[src/rtl/mem_arbiter_pkg.sv]
// Shared encodings for the two-port main-memory arbiter.
package mem_arbiter_pkg;

    typedef enum logic [1:0] {
        StIdle,
        StIssue,
        StWait,
        StDone
    } state_e;

    typedef enum logic {
        OwnIcache = 1'b0,
        OwnDcache = 1'b1
    } owner_e;

    typedef enum logic {
        OpRd = 1'b0,
        OpWr = 1'b1
    } op_e;

endpackage

[src/rtl/mem_arbiter_rr_arbiter2.sv]
// Two-input round-robin picker: on a tie, the requester that did not win last time is chosen.
module rr_arbiter2
    import mem_arbiter_pkg::*;
(
    input  logic   req_i,
    input  logic   req_d,
    input  owner_e last_grant,
    output owner_e grant
);

    always_comb begin
        grant = OwnIcache;
        if (req_i && req_d) begin
            grant = (last_grant == OwnIcache) ? OwnDcache : OwnIcache;
        end else if (req_d) begin
            grant = OwnDcache;
        end
    end

endmodule

[src/rtl/mem_arbiter.sv]
// Shares one block-wide main memory between the icache (read-only) and dcache (read/write),
// one transaction at a time, with per-requester busywait handshakes.
module mem_arbiter
    import mem_arbiter_pkg::*;
#(
    parameter int unsigned ADDR_W  = 6,
    parameter int unsigned BLOCK_W = 128,
    parameter int unsigned TIMEOUT = 255
) (
    input  logic               clock,
    input  logic               reset,
    input  logic               i_read,
    input  logic [ADDR_W-1:0]  i_address,
    output logic [BLOCK_W-1:0] i_readdata,
    output logic               i_busywait,
    input  logic               d_read,
    input  logic               d_write,
    input  logic [ADDR_W-1:0]  d_address,
    input  logic [BLOCK_W-1:0] d_writedata,
    output logic [BLOCK_W-1:0] d_readdata,
    output logic               d_busywait,
    output logic               mem_read,
    output logic               mem_write,
    output logic [ADDR_W-1:0]  mem_address,
    output logic [BLOCK_W-1:0] mem_writedata,
    input  logic [BLOCK_W-1:0] mem_readdata,
    input  logic               mem_busywait,
    output logic               timeout_err
);

    // One spare count value so the width is never zero when the check is disabled.
    localparam int unsigned     CNT_W       = $clog2(TIMEOUT + 2);
    localparam logic [CNT_W-1:0] TIMEOUT_CNT = CNT_W'(TIMEOUT);

    state_e             state_q, state_d;
    owner_e             owner_q, owner_d;
    owner_e             last_q, last_d;
    op_e                op_q, op_d;
    logic [ADDR_W-1:0]  addr_q, addr_d;
    logic [BLOCK_W-1:0] wdata_q, wdata_d;
    logic [BLOCK_W-1:0] rdata_q, rdata_d;
    logic [CNT_W-1:0]   cnt_q, cnt_d;
    logic               err_q, err_d;

    logic   d_req;
    owner_e grant;

    assign d_req = d_read | d_write;

    rr_arbiter2 u_rr (
        .req_i      (i_read),
        .req_d      (d_req),
        .last_grant (last_q),
        .grant      (grant)
    );

    always_comb begin
        state_d   = state_q;
        owner_d   = owner_q;
        last_d    = last_q;
        op_d      = op_q;
        addr_d    = addr_q;
        wdata_d   = wdata_q;
        rdata_d   = rdata_q;
        cnt_d     = cnt_q;
        err_d     = err_q;
        mem_read  = 1'b0;
        mem_write = 1'b0;

        case (state_q)
            StIdle: begin
                if (i_read || d_req) begin
                    owner_d = grant;
                    state_d = StIssue;
                    if (grant == OwnDcache) begin
                        addr_d  = d_address;
                        wdata_d = d_writedata;
                        // A simultaneous read+write from the dcache is a write-back.
                        op_d    = d_write ? OpWr : OpRd;
                    end else begin
                        addr_d = i_address;
                        op_d   = OpRd;
                    end
                end
            end
            StIssue: begin
                // mem_busywait is still stale here, so it is not looked at.
                mem_read  = (op_q == OpRd);
                mem_write = (op_q == OpWr);
                cnt_d     = '0;
                state_d   = StWait;
            end
            StWait: begin
                mem_read  = (op_q == OpRd);
                mem_write = (op_q == OpWr);
                if (!mem_busywait) begin
                    if (op_q == OpRd) begin
                        rdata_d = mem_readdata;
                    end
                    last_d  = owner_q;
                    state_d = StDone;
                end else begin
                    if (cnt_q != TIMEOUT_CNT) begin
                        cnt_d = cnt_q + 1'b1;
                    end
                    if (TIMEOUT != 0 && cnt_d == TIMEOUT_CNT) begin
                        err_d = 1'b1;
                    end
                end
            end
            StDone: begin
                state_d = StIdle;
            end
            default: begin
                state_d = StIdle;
            end
        endcase
    end

    always_ff @(posedge clock) begin
        if (reset) begin
            state_q <= StIdle;
            owner_q <= OwnIcache;
            last_q  <= OwnIcache;
            op_q    <= OpRd;
            addr_q  <= '0;
            wdata_q <= '0;
            rdata_q <= '0;
            cnt_q   <= '0;
            err_q   <= 1'b0;
        end else begin
            state_q <= state_d;
            owner_q <= owner_d;
            last_q  <= last_d;
            op_q    <= op_d;
            addr_q  <= addr_d;
            wdata_q <= wdata_d;
            rdata_q <= rdata_d;
            cnt_q   <= cnt_d;
            err_q   <= err_d;
        end
    end

    assign mem_address   = addr_q;
    assign mem_writedata = wdata_q;
    assign timeout_err   = err_q;

    assign i_readdata = rdata_q;
    assign d_readdata = rdata_q;

    assign i_busywait = i_read & ~((state_q == StDone) && (owner_q == OwnIcache));
    assign d_busywait = d_req & ~((state_q == StDone) && (owner_q == OwnDcache));

endmodule
[config.mk]
export PLATFORM = sky130hd
export DESIGN_NAME = mem_arbiter
export DESIGN_NICKNAME = d
export VERILOG_FILES = /design/src/rtl/mem_arbiter_pkg.sv /design/src/rtl/mem_arbiter_rr_arbiter2.sv /design/src/rtl/mem_arbiter.sv
export SDC_FILE = /design/constraint.sdc
export NUM_CORES = 1
export LEC_CHECK = 0
export ABC_AREA = 1
export BUFFER_PORTS_ARGS = -buffer_cell sky130_fd_sc_hd__clkbuf_2
export CAP_MARGIN = 20
export CORE_AREA = 2 2 263 265
export CTS_BUF_LIST = sky130_fd_sc_hd__clkbuf_2 sky130_fd_sc_hd__clkbuf_4 sky130_fd_sc_hd__clkbuf_8
export CTS_CLUSTER_DIAMETER = 60
export DETAILED_ROUTE_END_ITERATION = 16
export DIE_AREA = 0 0 265 267
export PLACE_DENSITY = 0.45
export SYNTH_ARGS = -nofsm -noshare
export SYNTH_HDL_FRONTEND = slang
export SYNTH_HIERARCHICAL = 1
export SYNTH_SLANG_ARGS = --single-unit
[constraint.sdc]
create_clock -name clock -period 2.1 [get_ports clock]
set_input_delay 0.63 -clock clock [delete_from_list [all_inputs] [get_ports clock]]
set_output_delay 0.63 -clock clock [all_outputs]
set_load 0.03 [all_outputs]
==> impl_metrics.csv, run 1 <==
group,metric,value,unit
place,gp_congestion,0.818,
layout,syn_to_final_growth,42.8,%
pwr,vdd_ir_drop_max,0.693,mV
run_status,violations,"negative setup slack",
layout,fin_area,16000,um2
clock_tree,clk_path_buf_depth,3,
clock_tree,clk_latency,600,ps
worst_setup_path,criticalPathCategory,"flip-flop to output pin",
floorplan,design.die.area,70800,um2
hold_path,hp-class,"input pin to flip-flop",
layout,seq_area,5550,um2
place,portBuffers,668,
timing,min_period,2200,ps
logic_synthesis,avgSynthCellArea,7.82,um2
floorplan,coreArea,68000,um2
drt,via_per_inst,4.02,
worst_setup_path,critPathRequiredTime,1470,ps
timing,worst_slew_pin_slew,579,ps
timing,setup_slack,-96.3,ps
grt,antenna_found_initial,15,
clock_tree,clock_sink_count,277,
run_status,status,"finished with violations",
worst_setup_path,worstPathCellList,"inv_2 > ha_4 > inv_2 > nor2_4 > buf_8",
layout,multi_input_comb_area,4090,um2
grt,grtUsageTotal,12.4,%
clock_tree,htreeDepth,2,
timing,drv_slew,0,
logic_synthesis,yosysSeqAreaShare,49.5,%
place,dp_slack,55.1,ps
logic_synthesis,synth_top_area_share,49.5,%
drt,drt_iter0_drc,564,
floorplan,die_height,267,um
pwr,p_leak,7.81,nW
worst_setup_path,endpoint_kind,"output pin",
clock_tree,numCtsBuffers,52,
logic_synthesis,synth.distinct_cells,28,
worst_setup_path,crit_family,"flip-flops",
timing,skew,19.3,ps
logic_synthesis,yosys_warnings,6,
worst_setup_path,slowest_delay,350,ps
layout,fillers,7606,
drt,drtAntennaViolNets,0,
timing,finalCritPeriodShare,105,%
grt,grt_pass1_vias,11100,
grt,grt_overflow_total,0,
timing,rsz0062_at_grt,"true",
logic_synthesis,syn_inst,1433,
pwr,p_per_area,1360,nW/um2
layout,drive_above_1_share,41.8,%
floorplan,pin_count,669,
logic_synthesis,synth_area_leaders,"dfxtp_1, nor2_1, buf_4",
floorplan,start_util,16.5,%
place,dpl.hpwl,35700,um
drt,vias,11600,
layout,final_core_util,23.5,%
clock_tree,root_buffer,"clkbuf_8",
place,placed_area,14700,um2
grt,grt_pass1_wl,67300,um
run,drv_cap,0,
clock_tree,cts_tree,"yes",
timing,fmax,455,MHz
timing,setup_viol,4,
timing,slew_headroom,61.4,%
worst_setup_path,cp_common_cell,"inv_2",
worst_setup_path,path_buf_inv,3,
logic_synthesis,netlist_area,11200,um2
logic_synthesis,syn_nets,1712,
drt,totalWireLength,47500,um
floorplan,fp-row-count,96,
drt,drt_pass1_iterations,5,
logic_synthesis,synth_top_area_cell,"dfxtp_1",
drt,drc,0,
layout,finalNetCount,2254,
worst_setup_path,arrival,1570,ps
floorplan,die_w,265,um
worst_setup_path,cp_max_fo,3,
worst_setup_path,critPathLaunchType,"flip-flop",
logic_synthesis,ys_ff_latch,277,
timing,final-hold-violation-count,0,
clock_tree,clk_pin_slew_worst_paths,70,ps
drt,wl_per_cell,16.4,um
timing,tns,-303,ps
worst_setup_path,critPathSlowestCell,"dfxtp_2",
grt,grt_max_degree,99,
tightest hold or removal path: cells and delay by family:
family / cells / cell delay (ps)
simple gates: 2 / 120
buf+inv: 1 / 70
registers in the layout, summed over array words and instances (netlist names):
| register | count |
|---|---|
| d_readdata | 128 |
| mem_writedata | 128 |
| timeout_err | 1 |
| cnt_q | 9 |
| op_q | 1 |
| owner_q | 1 |
| state_q | 2 |
| last_q | 1 |
| mem_address | 6 |
metal layers:
metal / track usage (%) / up-vias / routed length, um
met5: 0 / - / 12
met4: 4.89 / 2 / 1880
met3: 3.70 / 112 / 3640
met2: 22.8 / 530 / 24100
met1: 13.2 / 5340 / 17800
li1: - / 5655 / -
synth_stat cells:
library cell  number
xor2_1             1
nand3_4            1
nand3_1          138
nand2_1          166
a211oi_1           1
dfxtp_1          277
o21ai_2            1
inv_1             25
o21ai_0          137
buf_1             10
a221oi_1           1
buf_4            131
clkbuf_1          34
buf_2             44
buf_6             12
nor2_1           269
nand3b_1           1
nand2_4            1
inv_2              6
a21oi_1          156
nor2_4             2
o21ai_1            2
nand2_2            3
nand4_1            2
nor2_2             3
ha_1               5
o21bai_1           2
a21oi_2            2
repair_timing:
item | 4_1_cts | 5_1_grt
hold buffers | 0 | 0
pin swaps | 2 | 2
gates cloned | 0 | 3
setup endpoints to repair | 5 | 59
setup buffers | 2 | 4
gates resized for setup | 17 | 30
placed cells by master, fill, tap and decap left out, drive strengths merged:
cell type,netlist,final
nand3,139,139
o21ai,140,140
buf,197,51
dfxtp,277,277
ha,5,5
a221oi,1,1
a21oi,158,158
nand2,170,170
nor2,274,274
diode,0,1
nand3b,1,1
inv,31,31
nand4,2,2
o21bai,2,2
a211oi,1,1
clkinvlp,0,1
clkbuf,34,755
xor2,1,1
clkinv,0,3
cell type report:
cell class	instances	share of cell area, %
Timing Repair Buffer	719	25.1
Clock buffer	87	6.78
Multi-Input combinational cell	894	25.5
Clock inverter	4	0.141
Inverter	31	0.837
Antenna cell	1	0.0156
Sequential cell	277	34.7
Tap cell	882	6.90
logic make-up after synthesis:
group | count (synthesis) | synth area share [%]
xor gates and xnor gates | 1 | 0.0782
AOI/OAI and AO/OA | 302 | 13.7
adders and majority gates | 5 | 0.558
buffers and inverters | 262 | 14.5
and+or+nand+nor | 586 | 21.7
DFF | 277 | 49.5
report_power, final:
part           internal, mW  switching, mW
Combinational          2.65           6.36
Clock                  3.22           2.35
Sequential             6.39          0.838
Total                  12.3           9.54
path summary, 6_finish.rpt:
kind         slack, ps                 to         startpoint  cells after the start
min                240     d_readdata[66]   mem_readdata[66]                      3
max               -100           mem_read         state_q[0]                      5
min reg2reg        460  mem_writedata[56]  mem_writedata[56]                      2
max reg2reg        100    d_readdata[117]         state_q[0]                     13
per-stage QoR:
| step | hold slack, ps | instances | power (mW) |
|---|---|---|---|
| after global placement | 448 | 2794 | 16.0 |
| after global routing | 183 | 2895 | 23.1 |
| final | 238 | 2895 | 21.8 |
| after detailed placement | 452 | 2794 | 16.1 |
| after CTS | 147 | 2887 | 22.0 |
| after floorplan | 457 | 1433 | 13.6 |
Power figures use the tool's default switching activity.
==> inputs of run 2 (changes only) <==
--- a/config.mk
+++ b/config.mk
@@ -8,13 +8,12 @@
 export ABC_AREA = 1
 export BUFFER_PORTS_ARGS = -buffer_cell sky130_fd_sc_hd__clkbuf_2
 export CAP_MARGIN = 20
-export CORE_AREA = 2 2 263 265
+export CORE_AREA = 2 2 262 264
 export CTS_BUF_LIST = sky130_fd_sc_hd__clkbuf_2 sky130_fd_sc_hd__clkbuf_4 sky130_fd_sc_hd__clkbuf_8
-export CTS_CLUSTER_DIAMETER = 60
+export CTS_CLUSTER_DIAMETER = 120
 export DETAILED_ROUTE_END_ITERATION = 16
-export DIE_AREA = 0 0 265 267
+export DIE_AREA = 0 0 264 266
 export PLACE_DENSITY = 0.45
 export SYNTH_ARGS = -nofsm -noshare
 export SYNTH_HDL_FRONTEND = slang
-export SYNTH_HIERARCHICAL = 1
 export SYNTH_SLANG_ARGS = --single-unit
==> run 2 against run 1 <==
Against the previous run:
- the run still ends with negative setup slack left
- critical path type unchanged
- via count fell by 0.81%
- global-route usage fell by 0.69 points
- cell area fell by 1.3%
- cell count fell by 0.35%
- clock skew rose by 3.1 ps
- highest routed layer is now met4
==> impl_metrics.csv, run 2 <==
group,metric,value,unit
clock_tree,hold_buffers,0,
drt,drt_pass1_iterations,5,
logic_synthesis,synth.distinct_cells,31,
logic_synthesis,synth_edf_count,0,
grt,grt_pass1_vias,11200,
logic_synthesis,ys_ff_latch,277,
logic_synthesis,avgSynthCellArea,7.79,um2
worst_setup_path,worstSetupPathDepth,5,
hold_path,min_from,"mem_readdata[121]",
timing,skew,22.4,ps
pwr,p_per_area,1390,nW/um2
hold_path,hp-class,"input pin to flip-flop",
worst_setup_path,ff2ff_path_depth,11,
hold_path,whs_path_depth,3,
place,dpl.hpwl,32100,um
drt,vias,11500,
drt,drc,0,
worst_setup_path,worstPathCellList,"inv_2 > ha_4 > inv_2 > nor2_2 > clkbuf_8",
worst_setup_path,endpoint_kind,"output pin",
grt,grt_pass1_wl,64900,um
worst_setup_path,cp_max_fo,3,
hold_path,min_to,"d_readdata[121]",
pwr,p_leak,7.74,nW
layout,finalNetCount,2240,
worst_setup_path,cp_common_cell,"inv_2",
grt,grtUsageTotal,11.7,%
run_status,status,"finished with violations",
floorplan,start_util,16.4,%
layout,drive_above_1_share,41.5,%
logic_synthesis,yosysSeqAreaShare,49.8,%
logic_synthesis,synth_area_leaders,"dfxtp_1, buf_4, nor2_1",
floorplan,coreArea,67700,um2
logic_synthesis,yosys_warnings,0,
worst_setup_path,arrival,1580,ps
timing,slew_headroom,54.7,%
logic_synthesis,synthTopCellsByCount,"dfxtp_1, nor2_1, nand2_1",
floorplan,die_height,266,um
timing,worst_slew_pin_slew,680,ps
floorplan,pin_count,669,
run,drv_cap,0,
timing,final-hold-violation-count,0,
clock_tree,clk_path_buf_depth,3,
worst_setup_path,regToRegStartpoint,"state_q[0]",
timing,min_period,2210,ps
floorplan,design.die.area,70200,um2
worst_setup_path,path_buf_inv,3,
drt,via_per_inst,4.00,
timing,setup_viol,4,
timing,drv_slew,0,
place,placed_area,14600,um2
clock_tree,clock_sink_count,277,
clock_tree,clk_pin_slew_worst_paths,70,ps
logic_synthesis,syn_nets,1709,
logic_synthesis,synth_top_area_cell,"dfxtp_1",
worst_setup_path,critPathLaunchType,"flip-flop",
pwr,vdd_ir_drop_max,0.603,mV
logic_synthesis,async_flop_share,0,%
layout,final_cell_mix,"clkbuf_2, dfxtp_1, nor2_1, nand2_1, a21oi_1",
clock_tree,cts_tree,"yes",
layout,fin_area,15800,um2
place,portBuffers,668,
place,gp_congestion,0.862,
logic_synthesis,yosysMostFrequentCell,"dfxtp_1",
logic_synthesis,synth_top_area_share,49.8,%
worst_setup_path,critPathSlowestCell,"dfxtp_2",
clock_tree,root_buffer,"clkbuf_8",
worst_setup_path,criticalPathCategory,"flip-flop to output pin",
drt,totalWireLength,43600,um
drt,drtAntennaViolNets,0,
layout,final_core_util,23.3,%
logic_synthesis,syn_inst,1430,
worst_setup_path,rrSetupSlack,170,ps
clock_tree,clk_latency,620,ps
timing,fmax,453,MHz
grt,antenna_found_initial,6,
place,place_inst,2786,
timing,finalCritPeriodShare,105,%
floorplan,die_w,264,um
drt,wl_per_cell,15.1,um
worst_setup_path,r2r_end,"d_readdata[32]",
layout,mostFrequentLayoutCell,"clkbuf_2",
layout,final_cells,2885,
layout,syn_to_final_growth,41.8,%
grt,grt_overflow_total,0,
floorplan,fp-row-count,96,
worst_setup_path,critPathRequiredTime,1470,ps
logic_synthesis,synthFlopType,"dfxtp_1",
worst_setup_path,slowest_delay,360,ps
timing,rsz0062_at_grt,"true",
worst_setup_path,crit_family,"flip-flops",
logic_synthesis,netlist_area,11100,um2
run_status,violations,"negative setup slack",
grt,grt_max_degree,140,
clock_tree,htreeDepth,2,
timing,setup_slack,-110,ps
pwr,finalPower,21.9,mW
drt,drt_iter0_drc,500,
clock_tree,numCtsBuffers,52,
-- run 2: worst register-to-register path: cells and delay by family (launching register included) --
family	cells	cell delay [ps]
and+or+nand+nor	3	330
DFF	1	340
buffers and inverters	6	710
adders and majority gates	1	170
AOI/OAI and AO/OA	1	300
-- run 2: cell families (layout without fill, tap and decap cells) --
family / after synthesis / count (layout) / synth area share (%)
other: 0 / 1 / 0
DFF: 277 / 277 / 49.8
and+or+nand+nor: 592 / 592 / 22.0
AOI/OAI and AO/OA: 299 / 299 / 13.6
adders and majority gates: 5 / 5 / 0.562
buffers and inverters: 256 / 828 / 13.9
xor gates and xnor gates: 1 / 1 / 0.0787
-- run 2: routing by layer --
metal | vias to the layer above | part of all wire (%) | track usage (%)
met2 | 517 | 51 | 21.3
li1 | 5613 | - | -
met3 | 87 | 8.7 | 3.83
met5 | - | 0 | 0
met4 | 0 | 3.4 | 4.51
met1 | 5328 | 37 | 12.4
-- run 2: area by class of cell --
| type | instances | area (um2) |
|---|---|---|
| antenna | 1 | 2.50 |
| fill | 7597 | 52000 |
| inverter | 27 | 110 |
| clock inverter | 14 | 88.8 |
| multi-input combinational | 897 | 4070 |
| sequential | 277 | 5550 |
| tap | 882 | 1100 |
| timing repair buffer | 706 | 3800 |
| clock buffer | 81 | 1070 |
-- run 2: worst max path at each step --
stage / endpoint / start / slack [ps]
after detailed placement: d_readdata[75] / mem_busywait / 100
after global placement: d_readdata[75] / mem_busywait / 110
after global routing: mem_read / state_q[0] / -220
after floorplan: d_busywait / d_write / 320
final: mem_read / state_q[0] / -110
after CTS: mem_read / state_q[0] / -220
-- run 2: what timing repair did --
action / in CTS / in global routing
gates resized for setup: 16 / 4
buffers inserted: 2 / 1
endpoints found under the setup margin: 4 / 28
pin swaps: 3 / 2
hold endpoints to repair: 0 / 0
-- run 2: where the power goes --
part           switching [mW]  total (mW)  internal [mW]
Clock                    2.48        5.74           3.26
Combinational            6.40        8.90           2.49
Sequential              0.856        7.27           6.41
Total                    9.74        21.9           12.2
-- run 2: per-stage QoR --
step	setup WS (ps)	setup TNS (ps)	hold WS (ps)
floorplan	321	0	450
global placement	112	0	448
detailed placement	102	0	451
CTS	-215	-731	166
global route	-217	-772	169
finish	-110	-335	231
